### src/rtl/clock_pkg.sv
// Shared types and constants for the 24-hour time-of-day controller.
// Holds the mode encoding, the field widths and the default wrap limits.
package clock_pkg;

   typedef enum logic [1:0] {
      RUN   = 2'd0,
      SET_H = 2'd1,
      SET_M = 2'd2
   } mode_t;

   localparam int HOUR_W = 5;
   localparam int MIN_W  = 6;
   localparam int SEC_W  = 6;

   localparam int HOURS_MAX_DEF   = 23;
   localparam int MINUTES_MAX_DEF = 59;
   localparam int SECONDS_MAX_DEF = 59;

endpackage

### src/rtl/mod_counter.sv
// Modulo-(MAX+1) counter with synchronous clear. wrap flags the increment that
// rolls MAX over to 0 so the caller can chain carries in the same cycle.
module mod_counter #(
   parameter int WIDTH = 6,
   parameter int MAX   = 59
) (
   input  logic             clk_in,
   input  logic             rst,
   input  logic             inc,
   input  logic             clr,
   output logic [WIDTH-1:0] value,
   output logic             wrap
);

   localparam logic [WIDTH-1:0] MAX_V = WIDTH'(MAX);

   // NOTE: sequential state uses non-blocking assignments so every register
   // samples the pre-edge values of its neighbours.
   always_ff @(posedge clk_in or posedge rst) begin
      if (rst) begin
         value <= '0;
      end else if (clr) begin
         value <= '0;
      end else if (inc) begin
         // An out-of-range value (>= MAX) reloads 0 rather than counting on.
         value <= (value >= MAX_V) ? '0 : value + WIDTH'(1);
      end
   end

   assign wrap = inc & (value == MAX_V);

endmodule

### src/rtl/clock_timekeeper.sv
// Time-of-day controller: hh:mm:ss counters, RUN/SET_H/SET_M set-mode FSM and
// display field blanking. Define CLOCK_BLINK_EN to build the blink phase logic.
module clock_timekeeper
   import clock_pkg::*;
#(
   parameter int HOURS_MAX   = HOURS_MAX_DEF,
   parameter int MINUTES_MAX = MINUTES_MAX_DEF,
   parameter int SECONDS_MAX = SECONDS_MAX_DEF
) (
   input  logic              clk_in,
   input  logic              rst,
   input  logic              s_tick,
   input  logic              hs_tick,
   input  logic              btn_mode,
   input  logic              btn_inc,
   output logic [HOUR_W-1:0] hours,
   output logic [MIN_W-1:0]  minutes,
   output logic [SEC_W-1:0]  seconds,
   output logic [1:0]        mode,
   output logic              blank_h,
   output logic              blank_m,
   output logic              day_wrap
);

   mode_t state, next_state;
   logic  sec_inc, sec_clr, min_set, hour_set;
   logic  min_inc, hour_inc;
   logic  sec_wrap, min_wrap, hour_wrap;

   always_ff @(posedge clk_in or posedge rst) begin
      if (rst) state <= RUN;
      else     state <= next_state;
   end

   // NOTE: every signal written here gets a default first so no latch is inferred.
   always_comb begin
      next_state = state;
      sec_inc    = 1'b0;
      sec_clr    = 1'b0;
      min_set    = 1'b0;
      hour_set   = 1'b0;
      case (state)
         RUN: begin
            if (btn_mode) begin
               next_state = SET_H;
               sec_clr    = 1'b1;
            end else begin
               sec_inc = s_tick;
            end
         end
         SET_H: begin
            sec_clr = 1'b1;
            if (btn_mode) next_state = SET_M;
            else          hour_set   = btn_inc;
         end
         SET_M: begin
            sec_clr = 1'b1;
            if (btn_mode) next_state = RUN;
            else          min_set    = btn_inc;
         end
         default: begin
            next_state = RUN;
            sec_clr    = 1'b1;
         end
      endcase
   end

   // Only the seconds carry may ripple into hours; a minute set never does.
   assign min_inc  = min_set | sec_wrap;
   assign hour_inc = hour_set | (sec_wrap & min_wrap);

   mod_counter #(.WIDTH(SEC_W), .MAX(SECONDS_MAX)) u_sec (
      .clk_in (clk_in),
      .rst    (rst),
      .inc    (sec_inc),
      .clr    (sec_clr),
      .value  (seconds),
      .wrap   (sec_wrap)
   );

   mod_counter #(.WIDTH(MIN_W), .MAX(MINUTES_MAX)) u_min (
      .clk_in (clk_in),
      .rst    (rst),
      .inc    (min_inc),
      .clr    (1'b0),
      .value  (minutes),
      .wrap   (min_wrap)
   );

   mod_counter #(.WIDTH(HOUR_W), .MAX(HOURS_MAX)) u_hour (
      .clk_in (clk_in),
      .rst    (rst),
      .inc    (hour_inc),
      .clr    (1'b0),
      .value  (hours),
      .wrap   (hour_wrap)
   );

   always_ff @(posedge clk_in or posedge rst) begin
      if (rst) day_wrap <= 1'b0;
      else     day_wrap <= sec_wrap & min_wrap & hour_wrap;
   end

   assign mode = state;

`ifdef CLOCK_BLINK_EN
   logic phase;

   // Phase restarts at 0 on each state entry so the selected field starts visible.
   always_ff @(posedge clk_in or posedge rst) begin
      if (rst)                              phase <= 1'b0;
      else if (next_state != state)         phase <= 1'b0;
      else if (state != RUN && hs_tick)     phase <= ~phase;
   end

   assign blank_h = (state == SET_H) & phase;
   assign blank_m = (state == SET_M) & phase;
`else
   logic unused_hs_tick;
   assign unused_hs_tick = hs_tick;
   assign blank_h        = 1'b0;
   assign blank_m        = 1'b0;
`endif

endmodule

### config.mk
export PLATFORM = sky130hd
export DESIGN_NAME = clock_timekeeper
export DESIGN_NICKNAME = d
export VERILOG_FILES = /design/src/rtl/clock_pkg.sv /design/src/rtl/mod_counter.sv /design/src/rtl/clock_timekeeper.sv
export SDC_FILE = /design/constraint.sdc
export NUM_CORES = 1
export LEC_CHECK = 0
export ABC_AREA = 1
export CAP_MARGIN = 20
export CORE_MARGIN = 2
export CORE_UTILIZATION = 50
export CTS_BUF_LIST = sky130_fd_sc_hd__clkbuf_4 sky130_fd_sc_hd__clkbuf_8
export CTS_CLUSTER_DIAMETER = 30
export DETAILED_ROUTE_END_ITERATION = 6
export PLACE_DENSITY = 0.85
export REMOVE_ABC_BUFFERS = 1
export SYNTH_ARGS = -nofsm -noshare
export SYNTH_HDL_FRONTEND = slang
export SYNTH_SLANG_ARGS = --single-unit
export TNS_END_PERCENT = 5
### constraint.sdc
create_clock -name clk_in -period 1.8 [get_ports clk_in]
set_clock_uncertainty 0.15 [all_clocks]
set_input_delay 0.27 -clock clk_in [delete_from_list [all_inputs] [get_ports clk_in]]
set_output_delay 0.27 -clock clk_in [all_outputs]
set_load 0.05 [all_outputs]
==> metrics.md <==
| Metric | Value |
|---|---|
| Status | `finished clean` |
| Nets@finish | `201` |
| Pre-Repair DR Iteration Count | `4` |
| Port bufs | `24` |
| Rows | `18` |
| Initial Util | `52.1%` |
| Worst IR Drop VDD | `0.949 mV` |
| Worst Hold Class | `input port to asynchronous set/reset pin` |
| Routed WL | `2500 um` |
| Ys flop type | `dfrtp_1` |
| Global routing's busiest layer | `met2` |
| Die H | `54.4 um` |
| Clock Path Buffers | `2` |
| GR Util met3 | `2.46%` |
| Post-synthesis cell area | `1270 um^2` |
| Mean Syn Cell Area | `7.64 um^2` |
| Resized cells post-CTS | `0` |
| Static leakage | `0.000782 uW` |
| Initial antenna violation count | `0` |
| DRT iter0 DRCs | `16` |
| Layout cells sized above 1 | `22.5%` |
| Synth top area share | `39.5%` |
| Endpoints failing setup | `0` |
| GP Congestion | `0.868` |
| Dpl hpwl | `1970 um` |
| CORE AREA | `2430 um^2` |
| CP required | `1.90 ns` |
| Final setup TNS | `0 ns` |
| Pwr dens | `1500 nW/um^2` |
| FMAX | `0.624 GHz` |
| Worst Setup End Kind | `flop` |
| Cts hold-fix bufs | `0` |
| Crit path DAT | `1.71 ns` |
| Via Count | `1143` |
| GRT Total Usage | `20.0%` |
| Clk_lat worst skew | `0.30 ns` |
| Crit Path Category | `flop to flop` |
| Met2 GRT Util | `37.1%` |
| Synthesized flop and latch total | `20` |
| Vias in the first global route | `1126` |
| Final Hold Vio Count | `0` |
| CTS tree | `built` |
| Startpoint types | `flop` |
| Clk slew on worst S/H paths | `0.12 ns` |
| Post-Place Worst Slack | `0.0261 ns` |
| Root Buffer | `clkbuf_4` |
| Top cells by area, synth | `dfrtp_1, nand2_1, nand3_1` |
| Worst setup margin | `0.196 ns` |
| Post-Synthesis Cells | `166` |
| Postcts setup bufs | `0` |
| Aggregate global routing overflow | `0` |
| Number of flops mapped to enable cells by yosys | `0` |
| H-tree levels | `1` |
| Wire per inst | `11.3 um` |
| Die ar. | `2950 um^2` |
| Synth area leader | `dfrtp_1` |
| RSZ-0062 raised after global routing | `false` |
| IO Pins | `28` |
| Global-route wire length before repair | `4360 um` |
| GRT met1 Usage | `22.6%` |
| Area growth syn-to-layout | `24.2%` |
| Most frequent cells after synthesis | `nand2_1, dfrtp_1, nand3_1, inv_1, nor2_1` |
| CP Max Fanout | `5` |
| # diodes | `0` |
| Synth cell types | `31` |
| Post-route DRC | `0` |
| Max_cap viols | `0` |
| Most numerous cell in the Yosys netlist | `nand2_1` |
| Ys async rst share | `100%` |
| Largest net degree at the start of global routing | `21` |
| Seq/Total Area, Yosys | `39.5%` |
| Routed vias/inst | `5.17` |
| Fin crit share | `89.1%` |
| R2R setup slack | `0.20 ns` |
| Die width | `54.4 um` |
| Synth Warn # | `0` |
| Detail Route Antenna Nets | `0` |
| Total CTS buffers | `3` |
| Max-slew violations | `0` |
| Tmin final | `1.60 ns` |
| Number of clock sinks | `20` |
critical path, cell delays in order, from the launching register on:
cell and delay [ns]:
dfrtp_1 0.45, ha_1 0.28, or2_4 0.25, nand2_2 0.13, inv_2 0.05, nor2_1 0.12
nand2_1 0.07, nand2_1 0.06
final cells by class:
class	instances	area [um^2]
clock buffer	3	22.5
clock inverter	1	30.0
fill	196	858
tap	30	37.5
sequential	20	500
timing repair buffer	25	248
multi-input combinational	123	664
inverter	19	71.3
flip-flops by register name, indices dropped and copies added, names as in the netlist:
signal,cells
day_wrap,1
mode,2
u_hour.value,5
u_min.value,6
u_sec.value,6
where the power goes:
group	internal, uW	switching, uW
combinational	436	812
clock	225	134
sequential	568	192
total	1230	1140
stage by stage:
stage	utilization (%)	hold slack, ns	instances	power [uW]	area, um^2
after detailed placement	62.6	0.392	217	2020	1520
after floorplan	-	0.0838	162	1610	1240
final	64.7	0.121	221	2370	1570
after global placement	62.6	0.380	217	1970	1520
after global routing	64.7	0.156	221	2520	1570
after CTS	64.7	0.133	221	2380	1570
cells in the final DEF, fill, tap and decap left out, types with 3 or more instances in the layout:
| cell | netlist | layout |
|---|---|---|
| xor2_1 | 3 | 3 |
| dfrtp_1 | 20 | 20 |
| nor2_1 | 12 | 12 |
| inv_1 | 16 | 16 |
| o21ai_1 | 4 | 4 |
| buf_4 | 2 | 17 |
| buf_12 | 0 | 4 |
| nand3_1 | 18 | 18 |
| inv_2 | 3 | 3 |
| o21ai_0 | 7 | 7 |
| clkdlybuf4s50_1 | 0 | 4 |
| ha_1 | 3 | 3 |
| clkbuf_4 | 0 | 3 |
| nand2_1 | 51 | 51 |
layer usage:
layer | share of wire [%] | vias up
li1 | - | 572
met1 | 40 | 535
met2 | 55 | 29
met3 | 3.4 | 7
met4 | 1.2 | 0
met5 | 0 | -
worst paths after layout:
path	from	endpoint	cells after the start
min in group clk_in	u_sec.value[0]	u_sec.value[0]	1
max in group asynchronous	rst	mode[0]	3
setup / recovery	u_min.value[0]	u_min.value[3]	7
hold / removal	rst	u_min.value[0]	3
setup reg to reg	u_min.value[0]	u_min.value[3]	7
hold reg to reg	u_sec.value[0]	u_sec.value[0]	1
cells by family after synthesis:
family,count (synthesis),share of synthesized area [%]
buffers and inverters,24,8.39
XOR/XNOR,4,2.76
other,1,0.296
adder cells (fa/ha/maj),3,2.96
flip-flops,20,39.5
AND/OR/NAND/NOR,96,37.1
AO/OA/AOI/OAI,18,8.98
No activity file was read; power rests on OpenSTA's default activity.
